**config.mk**
```make
export PLATFORM = sky130hd
export DESIGN_NAME = program_loader
export DESIGN_NICKNAME = d
export VERILOG_FILES = /design/src/rtl/program_loader.sv
export SDC_FILE = /design/constraint.sdc
export NUM_CORES = 1
export LEC_CHECK = 0
export ABC_AREA = 1
export BUFFER_PORTS_ARGS = -buffer_cell sky130_fd_sc_hd__clkbuf_2
export CAP_MARGIN = 20
export CORE_ASPECT_RATIO = 0.7
export CORE_UTILIZATION = 40
export CTS_BUF_LIST = sky130_fd_sc_hd__clkbuf_8
export DETAILED_ROUTE_END_ITERATION = 12
export SETUP_SLACK_MARGIN = 0.4
export SKIP_CTS_REPAIR_TIMING = 1
export SLEW_MARGIN = 20
export SYNTH_ARGS = -nofsm -noshare
export SYNTH_HDL_FRONTEND = slang
export SYNTH_SLANG_ARGS = --single-unit
```
**constraint.sdc**
```tcl
create_clock -name Clock -period 2.3 [get_ports Clock]
set_input_delay 0.345 -clock Clock [delete_from_list [all_inputs] [get_ports Clock]]
set_output_delay 0.345 -clock Clock [all_outputs]
set_load 0.02 [all_outputs]
```
**src/rtl/program_loader.sv**
```systemverilog
// Byte-stream loader for the MiniAlu instruction RAM: length header, 4-byte words, core held in reset until done.
// Optional LOADER_CHECKSUM_EN adds a trailing XOR checksum byte checked in a CHECK state.
module program_loader #(
    parameter int ADDR_W  = 8,
    parameter int INSTR_W = 28
) (
    input  logic               Clock,
    input  logic               Reset_n,
    input  logic               iStart,
    input  logic [7:0]         iData,
    input  logic               iValid,
    output logic               oReady,
    output logic               oWriteEnable,
    output logic [ADDR_W-1:0]  oWriteAddress,
    output logic [INSTR_W-1:0] oWriteData,
    output logic               oCpuReset,
    output logic               oLoaded,
    output logic               oError,
    output logic [2:0]         oState
);
    // Handshake: a byte moves on a rising edge where iValid & oReady; oReady depends only on state.
    typedef enum logic [2:0] {
        S_IDLE   = 3'd0,
        S_LEN_LO = 3'd1,
        S_LEN_HI = 3'd2,
        S_DATA   = 3'd3,
        S_CHECK  = 3'd4,
        S_DONE   = 3'd5,
        S_ERROR  = 3'd6
    } state_t;

`ifdef LOADER_CHECKSUM_EN
    localparam state_t TAIL_STATE = S_CHECK;
`else
    localparam state_t TAIL_STATE = S_DONE;
`endif
    localparam logic [16:0] MAX_WORDS = 17'(1) << ADDR_W;

    state_t            state, nextState;
    logic [1:0]        byteIdx;
    logic [7:0]        lenLo;
    logic [15:0]       lenWords;
    logic [15:0]       wordCount;
    logic [ADDR_W-1:0] writeAddr;
    logic [23:0]       wordBuf;
    logic              accept, startLoad, lastWord, badTop, wordDone;
    logic [15:0]       lenFull;
`ifdef LOADER_CHECKSUM_EN
    logic [7:0]        checksum;
`endif

    assign oReady    = (state == S_LEN_LO) || (state == S_LEN_HI) ||
                       (state == S_DATA)   || (state == S_CHECK);
    assign accept    = oReady & iValid;
    assign startLoad = iStart && ((state == S_IDLE) || (state == S_DONE) || (state == S_ERROR));
    assign lenFull   = {iData, lenLo};
    assign lastWord  = (wordCount == lenWords - 16'd1);
    assign badTop    = |iData[7:INSTR_W-24];
    assign wordDone  = (state == S_DATA) && accept && (byteIdx == 2'd3) && !badTop;

    // The DONE state is entered on the last write edge; release waits until the strobe is gone.
    assign oLoaded   = (state == S_DONE) && !oWriteEnable;
    assign oCpuReset = !oLoaded;
    assign oError    = (state == S_ERROR);
    assign oState    = state;

    always_comb begin
        nextState = state;
        case (state)
            S_IDLE, S_DONE, S_ERROR: if (iStart) nextState = S_LEN_LO;
            S_LEN_LO: if (accept) nextState = S_LEN_HI;
            S_LEN_HI: begin
                if (accept) begin
                    if ({1'b0, lenFull} > MAX_WORDS) nextState = S_ERROR;
                    else if (lenFull == 16'd0)       nextState = TAIL_STATE;
                    else                             nextState = S_DATA;
                end
            end
            S_DATA: begin
                if (accept && byteIdx == 2'd3) begin
                    if (badTop)        nextState = S_ERROR;
                    else if (lastWord) nextState = TAIL_STATE;
                end
            end
`ifdef LOADER_CHECKSUM_EN
            S_CHECK: if (accept) nextState = (iData == checksum) ? S_DONE : S_ERROR;
`endif
            default: nextState = S_IDLE;
        endcase
    end

    always_ff @(posedge Clock or negedge Reset_n) begin
        if (!Reset_n) begin
            state         <= S_IDLE;
            byteIdx       <= 2'd0;
            lenLo         <= 8'd0;
            lenWords      <= 16'd0;
            wordCount     <= 16'd0;
            writeAddr     <= '0;
            wordBuf       <= 24'd0;
            oWriteEnable  <= 1'b0;
            oWriteAddress <= '0;
            oWriteData    <= '0;
        end else begin
            state        <= nextState;
            oWriteEnable <= 1'b0;
            if (startLoad) begin
                writeAddr <= '0;
                byteIdx   <= 2'd0;
                wordCount <= 16'd0;
            end
            if (accept) begin
                case (state)
                    S_LEN_LO: lenLo    <= iData;
                    S_LEN_HI: lenWords <= lenFull;
                    S_DATA: begin
                        byteIdx <= byteIdx + 2'd1;
                        case (byteIdx)
                            2'd0:    wordBuf[7:0]   <= iData;
                            2'd1:    wordBuf[15:8]  <= iData;
                            2'd2:    wordBuf[23:16] <= iData;
                            default: ;
                        endcase
                    end
                    default: ;
                endcase
            end
            if (wordDone) begin
                oWriteEnable  <= 1'b1;
                oWriteAddress <= writeAddr;
                oWriteData    <= {iData[INSTR_W-25:0], wordBuf};
                writeAddr     <= writeAddr + ADDR_W'(1);
                wordCount     <= wordCount + 16'd1;
            end
        end
    end

`ifdef LOADER_CHECKSUM_EN
    // Covers both length bytes and every data byte, but not the checksum byte itself.
    always_ff @(posedge Clock or negedge Reset_n) begin
        if (!Reset_n)                        checksum <= 8'd0;
        else if (startLoad)                  checksum <= 8'd0;
        else if (accept && state != S_CHECK) checksum <= checksum ^ iData;
    end
`endif

endmodule

```
==> results list <==
- Result of the run: complete, no violations
* Estimated wirelength of the detail-placed design: 9707 um
* Drt drc: 0
- Global routing consumed, on the met1 layer, 30.33% of the routing resources.
- The filler cells instantiated in the layout total 1264.
* Cts bufs inserted: 17
- Depth of the most critical reg-to-reg path: 15
- For this run, asynchronously set or reset flops after synthesis account for between 90% and 100%.
- Clock tree from TritonCTS: built
- The number of antenna diodes in the final layout is 0.
- Global routing used 28.85% of the available met2 tracks.
- For this run, the detailed router's first-pass iteration total came to 4.
- During placement, the flow inserted port buffers numbering 55.
- Global-route wire length before repair: between 20000 and 25000 um
* End of the worst register-to-register path: oState[2]$_DFFE_PN0P_
- Unrepaired setup endpoints after global routing: yes
- Prior to clock tree synthesis, the placed netlist has a worst setup slack of 0.3210 ns.
- At the pin with the least slew margin, the transition time is 0.6739 ns.
- Sequential element share of the synthesized area: 51.97%
* Most numerous cell in the Yosys netlist: nand2_1
- Site row count: 35
* Cell Area, Synth: between 0.005 and 0.006 sq mm
* Overall die width: approximately 140 um
- Total power of the final layout: between 6 and 7 mW
* Vias in the first global route: approximately 4.4k
- Hold path startpoint: iData[7]
- The worst path meets setup with 0.3949 ns of slack.
* Hold crit path type: in -> reg
* Headroom to the max-slew limit: between 50 and 60%
- 56 I/O pins were placed.
- Layer carrying the most global-route usage: met1
- Entering global routing, the biggest net connects about 120 pins.
- Effective utilization at floorplan: between 40% and 50%
* Main synth FF type: dfrtp_1
- Wirelength, routed: 13780 um
- STA classifies the critical path startpoint as a flip-flop.
* Non-filler cells, final: roughly 950
- Ratio of final minimum period to clock period: 82.83%
- CP Data Required Time: 2.63 ns
* Clock Tree Buf Depth: 2
- Static leakage power: 3.424 nW
- Share of layout cells above drive strength 1: 22.37%
- Number of hold-slack violations in the final timing report: 0
* Clk_lat worst skew: 0.44 ns
* Synth top area share: 51.97%
- Of all cell types, the one taking the most synthesized area is dfrtp_1.
* Nets in the synthesized netlist: roughly 700
* Relative area change from synthesis to final layout: 20.56%
- The floorplan step defined a die boundary enclosing 0.01420 sq mm.
- The worst setup path is captured at a flip-flop.
- Once placement finished, the instance area stood at approximately 0.006 sq mm.
- Counting I/O delays and the setup requirement, the final critical path takes 1.905 ns.
- In the routed layout, each cell is associated on average with a via count of a little under 5.
- The sequential cells in the finished layout cover a total of approximately 0.0029 sq mm.
- In this run the mean area of a mapped cell was between 8 and 9 sq um.
- Top cells by area in the synthesized netlist: dfrtp_1 (52%), nand2_1 (16%), o21ai_0 (5.9%)
- For this run, the total global-route usage over all layers was measured as a little over a fifth.
- Post-synthesis cell count: 670
- Max-slew violation count: 0
* Count of clock tree sinks: 114
- Between clock sinks in the finished design, the worst skew comes to 0.01457 ns.
* DRC violation total after the first TritonRoute iteration: 385
* GPL Wtd Cong: between 0.8 and 0.9
- By count the netlist is led by nand2_1 (236), dfrtp_1 (114), o21ai_0 (65).
* Post-Layout Inst Area: 0.006618 sq mm
- Level count of the clock H-tree: 4
- VDD sags by at most 0.0004018 V.
- Pwr/cell area: roughly 1000 mW/mm^2
- The core region is about 0.013 sq mm.
* Cell variety after synth: 41
- Multi-input logic area: 0.002375 sq mm
* Wirelength per Cell: 14.59 um
- Setup violations remaining at the end of the flow were counted as 0.
* Worst Path Arrival: between 2 and 2.5 ns
* Launching point of the worst reg2reg path: lenWords[0]$_DFFE_PN0P_
- The setup path with the least slack is of type reg -> reg.
* Placed cell count: 904
- Across the run, the number of max-cap violations was 0.
* Number of instances on the worst hold path: 4
- The floorplan step set the die height to 100.0 um.
- For this run, the number of Yosys warnings is 0.
* CP Max Fanout: 4
- For met3 alone, demand over resource in global routing was roughly 6.5%.
- Yosys mapped a number of flops with a built-in enable equal to 0.
* Detail Route Antenna Nets: 0
- The routed layout has 4635 vias.
- Sum Neg Setup Slack: 0 ns
- The final layout contains between 700 and 800 nets.
- Overall overflow remaining after global route: 0
- Register-to-register setup slack: a little under 0.4 ns
- Hold endpoint: lenLo[7]$_DFFE_PN0P_
- FMAX: roughly 0.52 GHz
* Initial antenna violation count: 0
- Clock input transition at the sequential cells of the worst setup and hold paths: 0.08 ns
- The synthesized design contains 114 register bits.
- Clock root buffer master: clkbuf_8
[cell type report]
type	count	share of cell area, %
Timing Repair Buffer	78	7.260
Multi-Input combinational cell	470	35.89
Clock buffer	17	3.536
Sequential cell	114	43.18
Inverter	66	3.857
Tap cell	185	3.498
Clock inverter	15	2.779
[how the worst max path moves through the flow]
| stage | cells after the start | slack, ns | endpoint | from |
|---|---|---|---|---|
| finish | 15 | 0.39 | oState[2]$_DFFE_PN0P_ | lenWords[0]$_DFFE_PN0P_ |
| CTS | 13 | 0.29 | oState[2]$_DFFE_PN0P_ | lenWords[0]$_DFFE_PN0P_ |
| global route | 15 | 0.24 | oState[2]$_DFFE_PN0P_ | lenWords[0]$_DFFE_PN0P_ |
| detailed placement | 13 | 0.32 | oState[2]$_DFFE_PN0P_ | lenWords[0]$_DFFE_PN0P_ |
| global placement | 13 | 0.28 | oState[2]$_DFFE_PN0P_ | lenWords[0]$_DFFE_PN0P_ |
| floorplan | 5 | 0.44 | oCpuReset | oState[0]$_DFFE_PN0P_ |
[registers in the layout, indices dropped and copies added (netlist names)]
name           count
byteIdx            2
oWriteAddress      8
wordCount         16
writeAddr          8
oWriteData        28
lenLo              8
wordBuf           24
lenWords          16
oWriteEnable       1
oState             3
[power by group]
group	internal (mW)	switching, mW
Sequential	2.36	0.341
Clock	1.08	0.923
Combinational	0.724	1.30
[stage by stage]
step / hold slack, ns / utilization, %
after CTS: 0.001136 / 48.51
final: 0.3008 / 49.87
after global routing: 0.2796 / 49.87
after floorplan: 0.04941 / -
after global placement: 0.4542 / 45.37
after detailed placement: 0.4573 / 45.37
[cells in the final DEF (no fill, tap or decap), types with 2 or more instances in the layout]
master     Yosys  final
nand2_1      236    231
dfrtp_1      114    110
o21ai_0       65     64
clkbuf_2       1     53
inv_1         55     52
nor2_1        45     39
nand3_1       28     27
buf_4          0     22
clkbuf_8       0     17
inv_2         10     12
o21ai_1       11     12
nand2_2        8     10
a21oi_1       10     10
nor2_2         6      9
nand4_1        7      7
xor2_1         7      7
nor2_4         3      6
ha_1           7      6
xnor2_1        5      5
clkinv_4       0      5
nand2_4        1      4
nand3b_1       4      4
dfrtp_2        0      4
inv_4          1      3
nand3_2        2      3
nor3_2         3      3
o32ai_2        3      3
bufinv_16      0      3
nor3_4         0      2
and2_1         2      2
mux2i_1        2      2
o22ai_1        2      2
inv_6          0      2
clkinv_2       0      2
buf_12         0      2
[critical path, cell delays in order, from the launching register on]
cell and delay, ns:
dfrtp_1 0.41, inv_2 0.08, ha_4 0.27, inv_2 0.02, nand2_1 0.05, nand2_1 0.04
nor2_1 0.08, nand3_1 0.07, nor2_1 0.12, nand3_1 0.10, nor2_2 0.15, nand3_2 0.10
nand2_4 0.11, nand2_4 0.06, nand2_2 0.07, nand2_1 0.05
[logic make-up after synthesis]
kind of cell / after synthesis / share of synthesized area [%]
AND/OR/NAND/NOR: 351 / 27.54
buffers and inverters: 86 / 6.542
AO/OA/AOI/OAI: 98 / 10.08
flip-flops: 114 / 51.97
XOR/XNOR: 12 / 1.915
multiplexers: 2 / 0.3647
adder cells (fa/ha/maj): 7 / 1.596
[metal layers]
| layer | routed length [um] | vias up |
|---|---|---|
| met5 | 0 | - |
| met4 | 202 | 0 |
| met3 | 901 | 17 |
| met2 | 5641 | 132 |
| met1 | 7038 | 2185 |
| li1 | - | 2301 |
(Power assumes the default switching activity.)
